==> src/rtl/core_pkg.sv <==
// Shared constants for the 5-stage core: control-word bit positions, the
// bubble control word and the ID/EX register update selector.
package core_pkg;

  localparam int XLEN_DEFAULT = 64;
  localparam int CTRL_W       = 9;

  // id_ctrl = {RegWrite, MemRead, MemWrite, MemtoReg, Branch, ALUSrc, ALUOp[1:0], Jump}
  localparam int CTRL_REGWRITE = 8;
  localparam int CTRL_MEMREAD  = 7;
  localparam int CTRL_MEMWRITE = 6;
  localparam int CTRL_MEMTOREG = 5;
  localparam int CTRL_BRANCH   = 4;
  localparam int CTRL_ALUSRC   = 3;
  localparam int CTRL_ALUOP_HI = 2;
  localparam int CTRL_ALUOP_LO = 1;
  localparam int CTRL_JUMP     = 0;

  localparam logic [CTRL_W-1:0] CTRL_NOP = '0;

  typedef enum logic [1:0] {
    ACT_LOAD  = 2'd0,
    ACT_STALL = 2'd1,
    ACT_FLUSH = 2'd2
  } ex_act_e;

endpackage

==> src/rtl/hazard_detect.sv <==
// Combinational load-use detector: an instruction in ID that reads the
// destination of a load currently in EX must wait one cycle.
module hazard_detect (
  input  logic       ex_valid,
  input  logic       ex_memread,
  input  logic [4:0] ex_rd,
  input  logic       id_valid,
  input  logic [4:0] id_rs1,
  input  logic [4:0] id_rs2,
  input  logic       id_uses_rs1,
  input  logic       id_uses_rs2,
  input  logic       flush,
  output logic       load_use,
  output logic       hazard_stall
);

  logic rs1_hit;
  logic rs2_hit;

  always_comb begin
    rs1_hit      = id_uses_rs1 && (id_rs1 == ex_rd);
    rs2_hit      = id_uses_rs2 && (id_rs2 == ex_rd);
    load_use     = ex_valid && ex_memread && (ex_rd != 5'd0) && id_valid
                   && (rs1_hit || rs2_hit);
    // A pending flush squashes the ID instruction, so holding it is pointless.
    hazard_stall = load_use && !flush;
  end

endmodule

==> src/rtl/id_ex_stage.sv <==
// ID/EX pipeline register with load-use bubble insertion, flush squashing
// and saturating stall/flush event counters.
module id_ex_stage
  import core_pkg::*;
#(
  parameter int XLEN  = XLEN_DEFAULT,
  parameter int CNT_W = 32
) (
  input  logic              clk,
  input  logic              rst_n,
  input  logic              id_valid,
  input  logic [XLEN-1:0]   id_pc,
  input  logic [4:0]        id_rs1,
  input  logic [4:0]        id_rs2,
  input  logic [4:0]        id_rd,
  input  logic              id_uses_rs1,
  input  logic              id_uses_rs2,
  input  logic [XLEN-1:0]   id_rdata1,
  input  logic [XLEN-1:0]   id_rdata2,
  input  logic [XLEN-1:0]   id_imm,
  input  logic [CTRL_W-1:0] id_ctrl,
  input  logic [3:0]        id_funct,
  input  logic              flush,
  output logic              hazard_stall,
  output logic              ID_EX_valid,
  output logic [XLEN-1:0]   ID_EX_PC,
  output logic [4:0]        ID_EX_Rs1,
  output logic [4:0]        ID_EX_Rs2,
  output logic [4:0]        ID_EX_Rd,
  output logic [XLEN-1:0]   ID_EX_Data1,
  output logic [XLEN-1:0]   ID_EX_Data2,
  output logic [XLEN-1:0]   ID_EX_Imm,
  output logic [CTRL_W-1:0] ID_EX_Ctrl,
  output logic [3:0]        ID_EX_Funct,
  output logic [CNT_W-1:0]  stall_cnt,
  output logic [CNT_W-1:0]  flush_cnt
);

  logic              valid_q, valid_d;
  logic [XLEN-1:0]   pc_q, pc_d;
  logic [4:0]        rs1_q, rs1_d;
  logic [4:0]        rs2_q, rs2_d;
  logic [4:0]        rd_q, rd_d;
  logic [XLEN-1:0]   data1_q, data1_d;
  logic [XLEN-1:0]   data2_q, data2_d;
  logic [XLEN-1:0]   imm_q, imm_d;
  logic [CTRL_W-1:0] ctrl_q, ctrl_d;
  logic [3:0]        funct_q, funct_d;
  logic [CNT_W-1:0]  stall_cnt_q, stall_cnt_d;
  logic [CNT_W-1:0]  flush_cnt_q, flush_cnt_d;
  logic              load_use;
  ex_act_e           act;

  hazard_detect u_hazard_detect (
    .ex_valid     (valid_q),
    .ex_memread   (ctrl_q[CTRL_MEMREAD]),
    .ex_rd        (rd_q),
    .id_valid     (id_valid),
    .id_rs1       (id_rs1),
    .id_rs2       (id_rs2),
    .id_uses_rs1  (id_uses_rs1),
    .id_uses_rs2  (id_uses_rs2),
    .flush        (flush),
    .load_use     (load_use),
    .hazard_stall (hazard_stall)
  );

  always_comb begin
    if (flush)         act = ACT_FLUSH;
    else if (load_use) act = ACT_STALL;
    else               act = ACT_LOAD;
  end

  always_comb begin
    valid_d     = valid_q;
    pc_d        = pc_q;
    rs1_d       = rs1_q;
    rs2_d       = rs2_q;
    rd_d        = rd_q;
    data1_d     = data1_q;
    data2_d     = data2_q;
    imm_d       = imm_q;
    ctrl_d      = ctrl_q;
    funct_d     = funct_q;
    stall_cnt_d = stall_cnt_q;
    flush_cnt_d = flush_cnt_q;
    case (act)
      ACT_LOAD: begin
        valid_d = id_valid;
        pc_d    = id_pc;
        rs1_d   = id_rs1;
        rs2_d   = id_rs2;
        rd_d    = id_rd;
        data1_d = id_rdata1;
        data2_d = id_rdata2;
        imm_d   = id_imm;
        // An empty slot must not write registers or memory downstream.
        ctrl_d  = id_valid ? id_ctrl : CTRL_NOP;
        funct_d = id_funct;
      end
      default: begin
        // Bubble: register indices zeroed so forwarding never matches it.
        valid_d = 1'b0;
        rs1_d   = 5'd0;
        rs2_d   = 5'd0;
        rd_d    = 5'd0;
        ctrl_d  = CTRL_NOP;
        if (act == ACT_FLUSH) begin
          if (flush_cnt_q != {CNT_W{1'b1}}) flush_cnt_d = flush_cnt_q + 1'b1;
        end else begin
          if (stall_cnt_q != {CNT_W{1'b1}}) stall_cnt_d = stall_cnt_q + 1'b1;
        end
      end
    endcase
  end

  always_ff @(posedge clk or negedge rst_n) begin
    if (!rst_n) begin
      valid_q     <= 1'b0;
      pc_q        <= '0;
      rs1_q       <= '0;
      rs2_q       <= '0;
      rd_q        <= '0;
      data1_q     <= '0;
      data2_q     <= '0;
      imm_q       <= '0;
      ctrl_q      <= CTRL_NOP;
      funct_q     <= '0;
      stall_cnt_q <= '0;
      flush_cnt_q <= '0;
    end else begin
      valid_q     <= valid_d;
      pc_q        <= pc_d;
      rs1_q       <= rs1_d;
      rs2_q       <= rs2_d;
      rd_q        <= rd_d;
      data1_q     <= data1_d;
      data2_q     <= data2_d;
      imm_q       <= imm_d;
      ctrl_q      <= ctrl_d;
      funct_q     <= funct_d;
      stall_cnt_q <= stall_cnt_d;
      flush_cnt_q <= flush_cnt_d;
    end
  end

  assign ID_EX_valid = valid_q;
  assign ID_EX_PC    = pc_q;
  assign ID_EX_Rs1   = rs1_q;
  assign ID_EX_Rs2   = rs2_q;
  assign ID_EX_Rd    = rd_q;
  assign ID_EX_Data1 = data1_q;
  assign ID_EX_Data2 = data2_q;
  assign ID_EX_Imm   = imm_q;
  assign ID_EX_Ctrl  = ctrl_q;
  assign ID_EX_Funct = funct_q;
  assign stall_cnt   = stall_cnt_q;
  assign flush_cnt   = flush_cnt_q;

endmodule

==> config.mk <==
export PLATFORM = sky130hd
export DESIGN_NAME = id_ex_stage
export DESIGN_NICKNAME = d
export VERILOG_FILES = /design/src/rtl/core_pkg.sv /design/src/rtl/hazard_detect.sv /design/src/rtl/id_ex_stage.sv
export SDC_FILE = /design/constraint.sdc
export NUM_CORES = 1
export LEC_CHECK = 0
export ABC_CLOCK_PERIOD_IN_PS = 4100
export CAP_MARGIN = 20
export CORE_AREA = 2 2 246 248
export DETAILED_ROUTE_END_ITERATION = 8
export DIE_AREA = 0 0 248 250
export SLEW_MARGIN = 20
export SYNTH_ARGS = -nofsm -noshare
export SYNTH_HDL_FRONTEND = slang
export SYNTH_SLANG_ARGS = --single-unit
==> constraint.sdc <==
create_clock -name clk -period 4.1 [get_ports clk]
set_input_delay 0.82 -clock clk [delete_from_list [all_inputs] [get_ports clk]]
set_output_delay 0.82 -clock clk [all_outputs]
set_load 0.02 [all_outputs]
==> out/qor_table.md <==
| Item | Value | Unit |
|:---|:---|:---|
| Outcome | finished, final reports clean | - |
| Synth-to-layout area growth | 62.35 | % |
| Total gr overflow | 0 | - |
| Cell depth of the worst flop-to-flop path | 6 | - |
| Leakage power | 9.279 | nW |
| Final setup violation count | 0 | - |
| Sequence of cells on the critical path | clkdlybuf4s50_1 -> xnor2_1 -> nand4_1 -> o22ai_1 -> and2_1 -> clkdlybuf4s50_1 | - |
| Initial DRC Count | 280 | - |
| Peak supply drop | 326.6 | uV |
| TritonCTS clock tree | yes | - |
| Net Count, Synth | 1200 | - |
| Power density over cell area | 425.7 | mW/mm2 |
| DRC errors left | 0 | - |
| Max cap viols | 0 | - |
| Initial antenna violation count | 1 | - |
| Origin of the critical flop-to-flop path | stall_cnt[0] | - |
| Number of global-route vias before repair | 10400 | - |
| Worst-skew pair later-pin latency | 0.55 | ns |
| GRT Resource Usage Total | 13.34 | % |
| Worst reg2reg path endpoint | stall_cnt[1] | - |
| Finished Layout Cells | 2384 | - |
| Post-placement worst setup slack | 0.3989 | ns |
| Die span in y | 250 | um |
| Worst-path cell with the longest stage delay | sky130_fd_sc_hd__clkdlybuf4s50_1 | - |
| Startpoint types | input pin | - |
| Buffers & Inverters on Critical Path | 2 | - |
| Number of distinct library cell variants in the gate-level netlist after synthesis | 45 | - |
| Total Power Consumption | 9.555 | mW |
| Final hold violation count | 0 | - |
| HPWL after DPL | 33.22 | mm |
| Number of synthesized flops with an enable pin | 0 | - |
| Count of standard-cell rows | 90 | - |
| Combined area of all synthesized cells | 0.01383 | mm2 |
| Final antenna-violating net count | 0 | - |
| Gate count of the mapped netlist | 908 | - |
| Clock edge transition at the registers on the reported setup and hold paths | 0.05 | ns |
| Final Critical Period | 3.668 | ns |
| Cell count after placement | 2308 | - |
| TritonCTS Buffers | 41 | - |
| Drt wl/cell | 18.03 | um |
| X dimension of the die | 248 | um |
| Cts hold-fix bufs | 0 | - |
| Final-report max-slew violation count | 0 | - |
| Number of input and output port buffers inserted | 639 | - |
| Area of the core | 0.05957 | mm2 |
| Proportion of synthesized chip area in sequential cells | 63.17 | % |
| Worst rel slew slack | 37.09 | % |
| Buffer depth of the longest clock path | 3 | - |
| CP Data Arrival Time | 2.85 | ns |
| Final nets | 1861 | - |
| Wire length of the first global-routing pass | 63.31 | mm |
| Root buf cell | sky130_fd_sc_hd__clkbuf_16 | - |
| Worst Path Required | 3.28 | ns |
| CTS sink count | 349 | - |
| Worst clock skew | 0.01689 | ns |
| Critical path class | in -> out | - |
| Routability congestion estimate | 0.8262 | - |
| Most frequent cell on the critical path | sky130_fd_sc_hd__clkdlybuf4s50_1 | - |
| Number of top-level design ports | 640 | - |
| Transition time at the pin with the least slew margin | 0.9436 | ns |
| Post-Syn Area per Cell | 15.23 | um2 |
| Capturing element type of the critical path | output port | - |
| Most common flop cell mapped by yosys | sky130_fd_sc_hd__dfrtp_1 | - |
| DR vias/cell | 4.131 | - |
| Number of H-tree levels | 2 | - |
| Number of optimization iterations in the first detailed-route pass | 4 | - |
| Pin count of the biggest net entering global routing | 116 | - |
| Final setup slack of the worst path | 0.4317 | ns |
| Commonest non-fill, non-tap cells in the layout | sky130_fd_sc_hd__clkdlybuf4s50_1, sky130_fd_sc_hd__dfrtp_1, sky130_fd_sc_hd__mux2_1 | - |
| Resized Gates After CTS | 0 | - |
| Final routed wirelength across all metal layers | 42.98 | mm |
| Critical path capture point | hazard_stall | - |
| CP startpoint | id_rs1[1] | - |
| Commonest non-fill, non-tap cell in the layout | sky130_fd_sc_hd__clkdlybuf4s50_1 | - |
| Ratio of cells with drive above 1 in the final layout | 9.938 | % |
| Maximum fanout along the worst path | 3 | - |
| Synthesis Warnings | 0 | - |
| Setup repair after global routing missed its margin | false | - |
| Full die area | 0.06200 | mm2 |
| Path type of the worst min-delay path | in -> async | - |
| Initial cell density of the core | 23.21 | % |
| Post-route fraction of the period consumed by the critical path | 89.47 | % |
| Vias | 9849 | - |
| Count of buffers added by post-CTS timing repair for setup | 0 | - |
| Asr flop ratio synth | 100.0 | % |
| Total Negative Setup Slacks | 0 | ns |
| Highest clock rate | 272.6 | MHz |
| Minimum setup slack among reg-to-reg paths | 1.03 | ns |
| Largest stage delay, worst path | 0.66 | ns |
| Number of stages on the worst setup path | 6 | - |
| Family with the most delay on the worst path | buffers and inverters | - |
| Flop and latch count out of synthesis | 349 | - |
registers in the layout (all words and copies together) (netlist names):
signal and flops:
ID_EX_Data1 64, ID_EX_Data2 64, ID_EX_Imm 64, ID_EX_PC 64, flush_cnt 32, stall_cnt 32, ID_EX_Ctrl 9, ID_EX_Rd 5
ID_EX_Rs1 5, ID_EX_Rs2 5, ID_EX_Funct 4, ID_EX_valid 1
worst reg2reg max path: cells and delay by family (launching register included):
| kind | cells | cell delay [ns] |
|---|---|---|
| simple gates | 4 | 1.94 |
| fa+ha+maj | 1 | 0.20 |
| flops | 1 | 0.44 |
| mux | 1 | 0.38 |
Yosys cell counts, types with 3 or more instances:
library cell | number | area, um2
sky130_fd_sc_hd__buf_6 | 16 | 180.2
sky130_fd_sc_hd__buf_8 | 12 | 180.2
sky130_fd_sc_hd__nor3_1 | 15 | 75.07
sky130_fd_sc_hd__mux2_2 | 57 | 641.9
sky130_fd_sc_hd__nand2_1 | 27 | 101.4
sky130_fd_sc_hd__buf_2 | 7 | 35.03
sky130_fd_sc_hd__xor2_1 | 31 | 271.5
sky130_fd_sc_hd__and3_1 | 23 | 143.9
sky130_fd_sc_hd__and2_1 | 17 | 106.4
sky130_fd_sc_hd__nand3_1 | 25 | 125.1
sky130_fd_sc_hd__nand4_1 | 18 | 112.6
sky130_fd_sc_hd__nor4_1 | 4 | 25.02
sky130_fd_sc_hd__mux2_1 | 205 | 2308
sky130_fd_sc_hd__dfrtp_1 | 349 | 8733
sky130_fd_sc_hd__inv_1 | 3 | 11.26
sky130_fd_sc_hd__and4_1 | 6 | 52.55
sky130_fd_sc_hd__xnor2_1 | 39 | 341.6
sky130_fd_sc_hd__nor2_2 | 7 | 43.79
sky130_fd_sc_hd__nor2_1 | 16 | 60.06
stage by stage:
step	hold WS (ns)	instance area, um2	utilization, %
2_1_floorplan	0.5244	13830	-
3_3_place_gp	0.4668	21020	35.28
3_5_place_dp	0.4739	21020	35.28
4_1_cts	0.3989	22440	37.67
5_1_grt	0.4372	22440	37.68
6_report	0.3913	22450	37.68
report_power, final:
part	total [mW]	switching, mW	leakage [nW]	internal, mW
clock network	3.80	1.43	0.693	2.38
logic	1.82	0.839	4.35	0.983
registers	3.93	0.181	4.24	3.75
logic make-up (layout without fill, tap and decap cells):
| group | count (synthesis) | after routing | synth area share (%) |
|---|---|---|---|
| adder cells (fa/ha/maj) | 2 | 2 | 0.1810 |
| AO/OA/AOI/OAI | 9 | 9 | 0.5249 |
| multiplexers | 262 | 262 | 21.34 |
| AND/OR/NAND/NOR | 172 | 172 | 7.113 |
| flip-flops | 349 | 349 | 63.17 |
| buffers and inverters | 43 | 735 | 3.122 |
| XOR/XNOR | 71 | 71 | 4.552 |
| other | 0 | 2 | 0 |
worst min-delay path by stage:
stage / slack [ns] / to / start
after floorplan: 0.52 / ID_EX_Ctrl[0] / rst_n
after global placement: 0.47 / ID_EX_PC[3] / ID_EX_PC[3]
after detailed placement: 0.47 / ID_EX_Data2[13] / ID_EX_Data2[13]
after CTS: 0.40 / stall_cnt[29] / rst_n
after global routing: 0.44 / ID_EX_PC[59] / rst_n
final: 0.39 / ID_EX_PC[59] / rst_n
metal layers:
metal / wire length (um) / track usage [%] / vias to the layer above / share of wire, %
met5: 0 / 0 / - / 0
li1: - / - / 4522 / -
met4: 1182 / 4.175 / 0 / 2.8
met1: 15780 / 14.15 / 4867 / 37
met2: 21590 / 23.77 / 398 / 50
met3: 4422 / 5.527 / 62 / 10
cell type report:
type / count / area [um2]
Clock inverter: 14 / 206.4
Sequential cell: 349 / 8733
Fill cell: 5623 / 37120
Timing Repair Buffer: 658 / 6631
Antenna cell: 2 / 5.005
Tap cell: 782 / 978.4
Inverter: 3 / 11.26
Clock buffer: 60 / 1220
Multi-Input combinational cell: 516 / 4661
Power figures use the tool's default switching activity.
